$ cat src/rtl/ospi_flash_arbiter_pkg.sv
// Shared types for the two-requester OSPI flash arbiter: op encoding, FSM states, requester count.
package ospi_arb_pkg;

    localparam int unsigned NUM_REQ = 2;

    typedef enum logic [1:0] {
        OP_READ  = 2'b00,
        OP_WRITE = 2'b01,
        OP_ERASE = 2'b10,
        OP_RSVD  = 2'b11
    } op_e;

    typedef enum logic [2:0] {
        ST_IDLE    = 3'd0,
        ST_ISSUE   = 3'd1,
        ST_RD_WAIT = 3'd2,
        ST_ER_WAIT = 3'd3,
        ST_DONE    = 3'd4
    } state_e;

endpackage

$ cat src/rtl/ospi_flash_arbiter_if.sv
// Requester handshake and flash command bus; master is the host/flash side, slave is the arbiter.
interface ospi_flash_arbiter_if import ospi_arb_pkg::*; #(parameter int unsigned WIDTH = 8);

    logic [NUM_REQ-1:0]       req_valid;
    logic [2*NUM_REQ-1:0]     req_op;
    logic [NUM_REQ*WIDTH-1:0] req_addr;
    logic [NUM_REQ*WIDTH-1:0] req_wdata;
    logic [NUM_REQ-1:0]       req_ready;
    logic [NUM_REQ-1:0]       rsp_valid;
    logic [WIDTH-1:0]         rsp_rdata;
    logic                     rsp_err;
    logic                     busy;
    logic                     write_enable;
    logic                     read_enable;
    logic                     erase_enable;
    logic [WIDTH-1:0]         address;
    logic [WIDTH-1:0]         data_in;
    logic [WIDTH-1:0]         data_out;

    modport master (
        output req_valid, req_op, req_addr, req_wdata, data_out,
        input  req_ready, rsp_valid, rsp_rdata, rsp_err, busy,
        input  write_enable, read_enable, erase_enable, address, data_in
    );

    modport slave (
        input  req_valid, req_op, req_addr, req_wdata, data_out,
        output req_ready, rsp_valid, rsp_rdata, rsp_err, busy,
        output write_enable, read_enable, erase_enable, address, data_in
    );

endinterface

$ cat src/rtl/ospi_flash_arbiter_rr_arbiter.sv
// Two-way round-robin grant: a lone requester wins; on a tie the one that did not win last time wins.
module ospi_rr_arbiter import ospi_arb_pkg::*; (
    input  logic [NUM_REQ-1:0] valid_i,
    input  logic               last_grant_i,
    output logic [NUM_REQ-1:0] grant_o
);

    always_comb begin
        grant_o = valid_i;
        if (valid_i == 2'b11) begin
            grant_o = last_grant_i ? 2'b01 : 2'b10;
        end
    end

endmodule

$ cat src/rtl/ospi_flash_arbiter.sv
// Arbiter/sequencer in front of ospi_flash: one strobe per accepted op, one-cycle response to the owner.
// Optional write protection above WP_BASE is compiled in with `define OSPI_ARB_WP_EN.
module ospi_flash_arbiter import ospi_arb_pkg::*; #(
    parameter int unsigned      WIDTH        = 8,
    parameter int unsigned      READ_LAT     = 2,
    parameter int unsigned      ERASE_CYCLES = 16,
    parameter logic [WIDTH-1:0] WP_BASE      = 8'hF0
) (
    input  logic               clk,
    input  logic               reset,
    ospi_flash_arbiter_if.slave bus
);

    localparam int unsigned MAX_CYC = (READ_LAT > ERASE_CYCLES) ? READ_LAT : ERASE_CYCLES;
    localparam int unsigned CNT_W   = $clog2(MAX_CYC + 1);
    localparam logic [CNT_W-1:0] RD_LAST = CNT_W'(READ_LAT - 1);
    localparam logic [CNT_W-1:0] ER_LAST = CNT_W'(ERASE_CYCLES - 1);

    state_e             state_q, state_d;
    op_e                op_q, op_d;
    logic               owner_q, owner_d;
    logic               last_grant_q, last_grant_d;
    logic [CNT_W-1:0]   cnt_q, cnt_d;
    logic [WIDTH-1:0]   addr_q, addr_d;
    logic [WIDTH-1:0]   wdata_q, wdata_d;
    logic [WIDTH-1:0]   rdata_q, rdata_d;

    logic [NUM_REQ-1:0] grant;
    logic               idle;
    logic               hs;
    logic               hs_id;
    logic               wp_block;
    logic               op_err;
    logic               issue;

    ospi_rr_arbiter u_rr (
        .valid_i      (bus.req_valid),
        .last_grant_i (last_grant_q),
        .grant_o      (grant)
    );

    assign idle          = (state_q == ST_IDLE);
    assign bus.req_ready = idle ? grant : '0;
    assign hs            = |(bus.req_valid & bus.req_ready);
    assign hs_id         = grant[1];

`ifdef OSPI_ARB_WP_EN
    assign wp_block = ((op_q == OP_WRITE) || (op_q == OP_ERASE)) && (addr_q >= WP_BASE);
`else
    logic wp_unused;
    assign wp_unused = ^WP_BASE;
    assign wp_block  = 1'b0;
`endif

    // Error ops complete without touching the flash; the same flag is reported in DONE.
    assign op_err = (op_q == OP_RSVD) || wp_block;
    assign issue  = (state_q == ST_ISSUE) && !op_err;

    assign bus.read_enable  = issue && (op_q == OP_READ);
    assign bus.write_enable = issue && (op_q == OP_WRITE);
    assign bus.erase_enable = issue && (op_q == OP_ERASE);
    assign bus.address      = addr_q;
    assign bus.data_in      = wdata_q;
    assign bus.rsp_valid    = (state_q == ST_DONE) ? (owner_q ? 2'b10 : 2'b01) : 2'b00;
    assign bus.rsp_err      = (state_q == ST_DONE) && op_err;
    assign bus.rsp_rdata    = rdata_q;
    assign bus.busy         = !idle;

    always_comb begin
        state_d      = state_q;
        op_d         = op_q;
        owner_d      = owner_q;
        last_grant_d = last_grant_q;
        cnt_d        = cnt_q;
        addr_d       = addr_q;
        wdata_d      = wdata_q;
        rdata_d      = rdata_q;
        case (state_q)
            ST_IDLE: begin
                if (hs) begin
                    op_d    = op_e'(hs_id ? bus.req_op[3:2] : bus.req_op[1:0]);
                    addr_d  = hs_id ? bus.req_addr[2*WIDTH-1:WIDTH]  : bus.req_addr[WIDTH-1:0];
                    wdata_d = hs_id ? bus.req_wdata[2*WIDTH-1:WIDTH] : bus.req_wdata[WIDTH-1:0];
                    owner_d = hs_id;
                    state_d = ST_ISSUE;
                end
            end
            ST_ISSUE: begin
                cnt_d = '0;
                if (op_err) begin
                    state_d = ST_DONE;
                end else begin
                    case (op_q)
                        OP_READ:  state_d = ST_RD_WAIT;
                        OP_ERASE: state_d = ST_ER_WAIT;
                        default:  state_d = ST_DONE;
                    endcase
                end
            end
            ST_RD_WAIT: begin
                if (cnt_q == RD_LAST) begin
                    rdata_d = bus.data_out;
                    cnt_d   = '0;
                    state_d = ST_DONE;
                end else begin
                    cnt_d = cnt_q + 1'b1;
                end
            end
            ST_ER_WAIT: begin
                if (cnt_q == ER_LAST) begin
                    cnt_d   = '0;
                    state_d = ST_DONE;
                end else begin
                    cnt_d = cnt_q + 1'b1;
                end
            end
            ST_DONE: begin
                last_grant_d = owner_q;
                state_d      = ST_IDLE;
            end
            default: state_d = ST_IDLE;
        endcase
    end

    // last_grant resets to 1 so requester 0 wins the first tie.
    always_ff @(posedge clk) begin
        if (reset) begin
            state_q      <= ST_IDLE;
            op_q         <= OP_READ;
            owner_q      <= 1'b0;
            last_grant_q <= 1'b1;
            cnt_q        <= '0;
            addr_q       <= '0;
            wdata_q      <= '0;
            rdata_q      <= '0;
        end else begin
            state_q      <= state_d;
            op_q         <= op_d;
            owner_q      <= owner_d;
            last_grant_q <= last_grant_d;
            cnt_q        <= cnt_d;
            addr_q       <= addr_d;
            wdata_q      <= wdata_d;
            rdata_q      <= rdata_d;
        end
    end

endmodule

$ cat src/flat_wrapper.sv
// flat-port wrapper written by rule: the top's interface ports become plain ports
module ospi_flash_arbiter_flat import ospi_arb_pkg::*;
#(
    parameter int unsigned      WIDTH        = 8,
    parameter int unsigned      READ_LAT     = 2,
    parameter int unsigned      ERASE_CYCLES = 16,
    parameter logic [WIDTH-1:0] WP_BASE      = 8'hF0
)
  (clk, reset, bus_req_valid, bus_req_op, bus_req_addr, bus_req_wdata, bus_data_out, bus_req_ready, bus_rsp_valid, bus_rsp_rdata, bus_rsp_err, bus_busy, bus_write_enable, bus_read_enable, bus_erase_enable, bus_address, bus_data_in);
  ospi_flash_arbiter_if #(.WIDTH(WIDTH)) bus_i ();
  input  logic clk;
  input  logic reset;
  input wire logic [$bits(bus_i.req_valid)-1:0] bus_req_valid;
  input wire logic [$bits(bus_i.req_op)-1:0] bus_req_op;
  input wire logic [$bits(bus_i.req_addr)-1:0] bus_req_addr;
  input wire logic [$bits(bus_i.req_wdata)-1:0] bus_req_wdata;
  input wire logic [$bits(bus_i.data_out)-1:0] bus_data_out;
  output wire logic [$bits(bus_i.req_ready)-1:0] bus_req_ready;
  output wire logic [$bits(bus_i.rsp_valid)-1:0] bus_rsp_valid;
  output wire logic [$bits(bus_i.rsp_rdata)-1:0] bus_rsp_rdata;
  output wire logic [$bits(bus_i.rsp_err)-1:0] bus_rsp_err;
  output wire logic [$bits(bus_i.busy)-1:0] bus_busy;
  output wire logic [$bits(bus_i.write_enable)-1:0] bus_write_enable;
  output wire logic [$bits(bus_i.read_enable)-1:0] bus_read_enable;
  output wire logic [$bits(bus_i.erase_enable)-1:0] bus_erase_enable;
  output wire logic [$bits(bus_i.address)-1:0] bus_address;
  output wire logic [$bits(bus_i.data_in)-1:0] bus_data_in;
  assign bus_i.req_valid = bus_req_valid;
  assign bus_i.req_op = bus_req_op;
  assign bus_i.req_addr = bus_req_addr;
  assign bus_i.req_wdata = bus_req_wdata;
  assign bus_i.data_out = bus_data_out;
  assign bus_req_ready = bus_i.req_ready;
  assign bus_rsp_valid = bus_i.rsp_valid;
  assign bus_rsp_rdata = bus_i.rsp_rdata;
  assign bus_rsp_err = bus_i.rsp_err;
  assign bus_busy = bus_i.busy;
  assign bus_write_enable = bus_i.write_enable;
  assign bus_read_enable = bus_i.read_enable;
  assign bus_erase_enable = bus_i.erase_enable;
  assign bus_address = bus_i.address;
  assign bus_data_in = bus_i.data_in;
  ospi_flash_arbiter #(.WIDTH(WIDTH), .READ_LAT(READ_LAT), .ERASE_CYCLES(ERASE_CYCLES), .WP_BASE(WP_BASE)) u_core (.clk(clk), .reset(reset), .bus(bus_i));
endmodule
$ cat config.mk
export PLATFORM = sky130hd
export DESIGN_NAME = ospi_flash_arbiter_flat
export DESIGN_NICKNAME = d
export VERILOG_FILES = /design/src/rtl/ospi_flash_arbiter_pkg.sv /design/src/rtl/ospi_flash_arbiter_if.sv /design/src/rtl/ospi_flash_arbiter_rr_arbiter.sv /design/src/rtl/ospi_flash_arbiter.sv /design/src/flat_wrapper.sv
export SDC_FILE = /design/constraint.sdc
export NUM_CORES = 1
export LEC_CHECK = 0
export CAP_MARGIN = 30
export CORE_AREA = 2 2 68 70
export CTS_BUF_LIST = sky130_fd_sc_hd__clkbuf_4 sky130_fd_sc_hd__clkbuf_8 sky130_fd_sc_hd__clkbuf_16
export DETAILED_ROUTE_END_ITERATION = 7
export DIE_AREA = 0 0 70 72
export PLACE_DENSITY = 0.76
export SLEW_MARGIN = 15
export SYNTH_ARGS = -nofsm -noshare
export SYNTH_HDL_FRONTEND = slang
export SYNTH_SLANG_ARGS = --single-unit
$ cat constraint.sdc
create_clock -name clk -period 2.29 [get_ports clk]
set_clock_uncertainty 0.2 [all_clocks]
set_input_delay 0.5725 -clock clk [delete_from_list [all_inputs] [get_ports clk]]
set_output_delay 0.5725 -clock clk [all_outputs]
set_load 0.02 [all_outputs]
==> run summary, run 1 <==
status = finished, final reports clean
total power = 2.45 mW
CTS tree = done
Synth Instances = 186
worst path cell trace = clkdlybuf4s50_1 > a21boi_2 > and2_4 > buf_6
Reg2Reg Capture Point = u_core.cnt_q[1]$_SDFFE_PP0P_
pwr dens = 900 mW/mm²
Sequential Power Share = 0.356
Die Height = 72 µm
Residual DRC = 0
top cell type by total area after synthesis = dfxtp_1
DR WL/cell = 12.3 µm
setup violators final = 0
total global-route track usage = 0.169
Rel. slew slack = 0.775
end of the worst hold path = u_core.bus.address[7]$_SDFFE_PP0P_
Worst Setup End Kind = primary output
TritonCTS Buffers = 5
synth unique cells = 38
CP Class = input pin to primary output
synth warn = 0
drt pass-1 iters = 4
Min-Delay Startpoint = u_core.bus.address[7]$_SDFFE_PP0P_
critical path arrival = 1.51 ns
leakage power = 1.14 nW
die width = 70 µm
I/O pin cnt = 81
maxcap violations = 0
crit path buf inv count = 2
gpl congestion = 0.751
Max FO, Critical Path = 2
max incr delay on CP = 0.47 ns
Clk Latency, worst-skew pair = 0.28 ns
clock share of power = 0.196
Synth Cell Area = 0.00172 mm²
worst hold stages = 2
Post-synth EDFFs = 0
Longest Clk Path Bufs = 2
period utilisation layout = 0.995
RR Startpoint = u_core.cnt_q[0]$_SDFFE_PP0P_
count leader, synth = nor2_1
worst min path class = register to register
Fmax = 439 MHz
Post-synth top cells = 37 x nor2_1, 36 x dfxtp_1, 27 x mux2i_1
Num Clock Sinks = 36
final slew viol count = 0
Via density = 4.88
reg-to-reg slack, setup = 0.41 ns
Crit path max-delay family = buffers and inverters
first-pass GRT wire length = 6820 µm
die area = 0.00504 mm²
final hold viol count = 0
final core utilization = 0.639
fraction of layout cells with a size suffix above 1 = 0.121
number of global-route vias before repair = 1,560
Vias = 1,586
initial drt markers = 55
slowest CP cell = clkdlybuf4s50_1
largest net degree at the start of global routing = 37
HPWL Detailed = 2980 µm
crit start category = input pin
core area = 0.00426 mm²
Area contributors post-synth = dfxtp_1 42%, mux2i_1 16%, a211oi_1 8.3%
Seq/Total Area, Yosys = 0.419
Worst-path clk slew = 0.06 ns
antenna violations before repair = 0
dpl ws = -0.444 ns
antenna-violating nets left = 0
worst reg2reg path depth = 5
slew at the pin closest to its max-slew limit = 0.336 ns
wirelength, routed = 4000 µm
Root Buffer = clkbuf_8
ANT cells = 0
Internal Power = 1.57 mW
post-layout min period = 2.28 ns
synth-to-layout area growth = 58.2%
Sw Share = 0.359
synthesized flop and latch total = 36
Gate power share = 0.448
fin nets = 324
Critical Path RT = 1.52 ns
syn_area_per_cell = 9.26 µm²
post-synthesis async set-or-reset flop share = 0
H-tree depth = 2
Main synth FF type = dfxtp_1
Psw = 0.879 mW
Row Count = 24
global route total overflow = 0
area share of the largest cell type after synthesis = 0.419
starting density of the core = 0.404
Port Buffers = 80
VDD IR max = 0.434 mV
PnR worst setup slack = 0.0113 ns
Syn Nets = 238
worst max-delay path by stage:
| stage | start | to | depth (start not counted) |
|---|---|---|---|
| 4_1_cts | bus_req_valid[1] | bus_req_ready[1] | 4 |
| 3_3_place_gp | bus_req_valid[1] | bus_req_ready[1] | 4 |
| 6_report | bus_req_valid[1] | bus_req_ready[1] | 4 |
| 5_1_grt | bus_req_valid[1] | bus_req_ready[1] | 4 |
| 3_5_place_dp | bus_req_valid[1] | bus_req_ready[1] | 4 |
| 2_1_floorplan | bus_req_valid[1] | bus_req_ready[1] | 3 |
registers in the layout, indices dropped and copies added (netlist names):
name                  count
u_core.bus.address        8
u_core.bus.data_in        8
u_core.bus.rsp_rdata      8
u_core.cnt_q              5
u_core.last_grant_q       1
u_core.op_q               2
u_core.owner_q            1
u_core.state_q            3
worst reg2reg max path, cell delays in order (launching register included):
cell and delay [ns]:
dfxtp_1 0.40, ha_1 0.20, or4b_1 0.46, o211ai_1 0.27
a2bb2oi_1 0.18, nor2_1 0.05
layout make-up:
cell class / instances / area [µm²]
Fill cell: 374 / 1540
Multi-Input combinational cell: 132 / 932
Timing Repair Buffer: 90 / 881
Sequential cell: 36 / 722
Clock buffer: 8 / 97.6
Tap cell: 52 / 65.1
Inverter: 7 / 26.3
what timing repair did:
item / in CTS / in global routing
resized for setup: 18 / 16
setup endpoints to repair: 9 / 7
hold buffers: 0 / 0
setup buffers: 0 / 3
pin swaps: 0 / 1
gates cloned: 0 / 0
metrics by stage:
step | setup TNS [ns] | std cells | hold slack [ns] | instance area [µm²]
after floorplan | 0 | 186 | 0.245 | 1720
after global placement | -0.838 | 314 | 0.277 | 2590
after detailed placement | -0.878 | 314 | 0.288 | 2590
after CTS | -0.00861 | 322 | 0.300 | 2680
after global routing | -0.0175 | 325 | 0.328 | 2720
final | 0 | 325 | 0.296 | 2720
power groups by stage:
stage               Combinational, mW  Clock [mW]  Sequential [mW]
finish                           1.10       0.481            0.872
CTS                              1.07       0.496            0.869
floorplan                       0.546           0            0.978
global route                     1.21       0.522            0.893
detailed placement               1.09           0            0.875
global placement                 1.08           0            0.869
layout by cell type, fill, tap and decap left out, types with 4 or more instances in the layout:
cell             count
ha_1                 4
a211oi_1            19
nand2_1              8
buf_4                9
mux2i_1             27
clkbuf_8             6
a21oi_1              4
nor2_1              37
clkdlybuf4s50_1     70
inv_1                6
dfxtp_1             35
layer usage:
metal  routed length [µm]  GRT usage  vias up  share of wire
met5                    0          0        -              0
met3                  292     0.0569        6          0.073
li1                     -          -      834              -
met2                 1920      0.295       48           0.48
met4                   49     0.0513        0          0.012
met1                 1730      0.197      698           0.43
kinds of logic after synthesis:
family                   Yosys count  share of synthesized area
AND/OR/NAND/NOR                   65                      0.188
AO/OA/AOI/OAI                     36                      0.151
flip-flops                        36                      0.419
multiplexers                      27                      0.157
buffers and inverters             18                     0.0560
adder cells (fa/ha/maj)            4                     0.0291
No activity file was read; power rests on OpenSTA's default activity.
==> run 2: changes to the inputs <==
--- a/config.mk
+++ b/config.mk
@@ -8,9 +8,11 @@
 export CAP_MARGIN = 30
 export CORE_AREA = 2 2 68 70
 export CTS_BUF_LIST = sky130_fd_sc_hd__clkbuf_4 sky130_fd_sc_hd__clkbuf_8 sky130_fd_sc_hd__clkbuf_16
+export CTS_CLUSTER_SIZE = 28
 export DETAILED_ROUTE_END_ITERATION = 7
 export DIE_AREA = 0 0 70 72
 export PLACE_DENSITY = 0.76
+export RECOVER_POWER = 50
 export SLEW_MARGIN = 15
 export SYNTH_ARGS = -nofsm -noshare
 export SYNTH_HDL_FRONTEND = slang
==> run summary, run 2 (synthesis gave the netlist of run 1 again) <==
Worst-path clk slew = 0.07 ns (about the same)
most common cell after layout, fill and taps aside = clkdlybuf4s50_1
Final Cell Area = 0.00271 mm² (-0.37%)
DR WL/cell = 12.2 µm (-0.53%)
most frequent cells in the layout = 54 x clkdlybuf4s50_1, 37 x nor2_1, 35 x dfxtp_1, 27 x mux2i_1, 19 x a211oi_1
period utilisation layout = 0.996 (+0.00120)
Crit path max-delay family = buffers and inverters
synth-to-layout area growth = 57.6%
area post-placement = 0.00259 mm² (unchanged)
TritonCTS Buffers = 5 (unchanged)
Longest Clk Path Bufs = 2 (unchanged)
total global-route track usage = 0.169 (unchanged)
Rel. slew slack = 0.509 (-0.266)
setup violators final = 0 (unchanged)
fraction of layout cells with a size suffix above 1 = 0.114 (-0.00733)
largest net degree at the start of global routing = 37 (unchanged)
worst path cell trace = clkdlybuf4s50_1 > a21boi_2 > and2_4 > buf_6
crit path buf inv count = 2 (unchanged)
HPWL Detailed = 2980 µm (unchanged)
Row Count = 24 (unchanged)
DRT met1 WL = 1700 µm (-1.8%)
wirelength, routed = 3970 µm (-0.53%)
slew at the pin closest to its max-slew limit = 0.736 ns (+0.400 ns)
global route total overflow = 0 (unchanged)
first-pass GRT wire length = 6820 µm (unchanged)
initial drt markers = 64 (+16%)
Worst Setup End Kind = primary output
post-layout min period = 2.28 ns (+0.00275 ns)
Num Clock Sinks = 36 (unchanged)
Critical Path RT = 1.52 ns (about the same)
maxcap violations = 0 (unchanged)
CTS tree = done
Die Height = 72 µm (unchanged)
routed length on met2 = 1920 µm (about the same)
Fmax = 438 MHz (-0.12%)
ANT cells = 0 (unchanged)
crit start category = input pin
H-tree depth = 2 (unchanged)
leakage power = 1.17 nW (+3.1%)
die area = 0.00504 mm² (unchanged)
drt pass-1 iters = 4 (unchanged)
fin nets = 324 (unchanged)
Via density = 4.90 (+0.32%)
worst min path class = register to register
gpl congestion = 0.751 (unchanged)
final slew viol count = 0 (unchanged)
slowest CP cell = clkdlybuf4s50_1
Clk Latency, worst-skew pair = 0.28 ns (about the same)
CP Class = input pin to primary output
status = finished, final reports clean
Sum Neg Setup Slack = 0 ns (unchanged)
Port Buffers = 80 (unchanged)
critical path arrival = 1.51 ns (about the same)
number of global-route vias before repair = 1,560 (unchanged)
Vias = 1,591 (+0.32%)
Max FO, Critical Path = 2 (unchanged)
DR top layer = met4
antenna-violating nets left = 0 (unchanged)
I/O pin cnt = 81 (unchanged)
VDD IR max = 0.432 mV (-0.43%)
pwr dens = 891 mW/mm² (-1.0%)
core area = 0.00426 mm² (unchanged)
met3 WL post-DR = 303 µm (+3.8%)
final hold viol count = 0 (unchanged)
Root Buffer = clkbuf_8
die width = 70 µm (unchanged)
final core utilization = 0.636 (-0.00235)
max incr delay on CP = 0.47 ns (about the same)
antenna violations before repair = 0 (unchanged)
starting density of the core = 0.404 (unchanged)
Residual DRC = 0 (unchanged)
==> run 2: changes by cell type in the layout (fill, tap and decap cells not counted) <==
| cell | before | now |
|---|---|---|
| clkdlybuf4s50_1 | 70 | 54 |
| clkbuf_1 | 0 | 1 |
| buf_4 | 9 | 8 |
| a2111oi_1 | 1 | 0 |
| dlygate4sd3_1 | 0 | 16 |
| nand3_2 | 2 | 1 |
| nand3_1 | 2 | 3 |
| a2111oi_0 | 0 | 1 |
==> run 2: per-stage QoR <==
stage | total power, mW | setup slack (ns) | cells | hold slack [ns]
floorplan | 1.52 | 0.323 | 186 | 0.245
global placement | 1.95 | -0.429 | 314 | 0.277
detailed placement | 1.96 | -0.444 | 314 | 0.288
finish | 2.42 | 0.00858 | 325 | 0.292
global route | 2.60 | -0.0175 | 325 | 0.325
CTS | 2.44 | -0.00861 | 322 | 0.300
==> run 2: cell type report <==
class,count,area (µm²)
Tap cell,52,65.1
Fill cell,375,1550
Clock buffer,8,97.6
Timing Repair Buffer,90,877
Multi-Input combinational cell,132,926
Inverter,7,26.3
Sequential cell,36,722
==> run 2: where the power goes <==
part           internal, mW  leakage [nW]  switching (mW)  total [mW]
combinational         0.515         0.825           0.556        1.07
sequential            0.765         0.296           0.104       0.869
clock                 0.269        0.0523           0.210       0.479
==> run 2: what timing repair did <==
item	in CTS	in global routing
setup endpoints to repair	9	7
pin swaps	0	1
hold buffers	0	0
gates resized for setup	18	16
setup buffers	0	3
==> run 2: layer usage <==
metal  up-vias  global-route usage
li1        835                   -
met1       698               0.197
met2        52               0.295
met3         6              0.0569
met4         0              0.0513
met5         -                   0
==> run 2: worst register-to-register path: stages (launching register included) <==
cell,delay [ns]
dfxtp_1,0.40
ha_1,0.20
nor4b_4,0.29
nand3_1,0.46
mux2i_1,0.29
nor2_1,0.05
==> run 2: worst paths after layout <==
check	slack (ns)	endpoint	cells after the start	startpoint
setup / recovery	0.009	bus_req_ready[1]	4	bus_req_valid[1]
hold / removal	0.29	u_core.bus.rsp_rdata[4]$_SDFFE_PP0P_	2	u_core.bus.rsp_rdata[4]$_SDFFE_PP0P_
setup reg to reg	0.26	u_core.bus.rsp_rdata[2]$_SDFFE_PP0P_	5	u_core.cnt_q[0]$_SDFFE_PP0P_
hold reg to reg	0.29	u_core.bus.rsp_rdata[4]$_SDFFE_PP0P_	2	u_core.bus.rsp_rdata[4]$_SDFFE_PP0P_
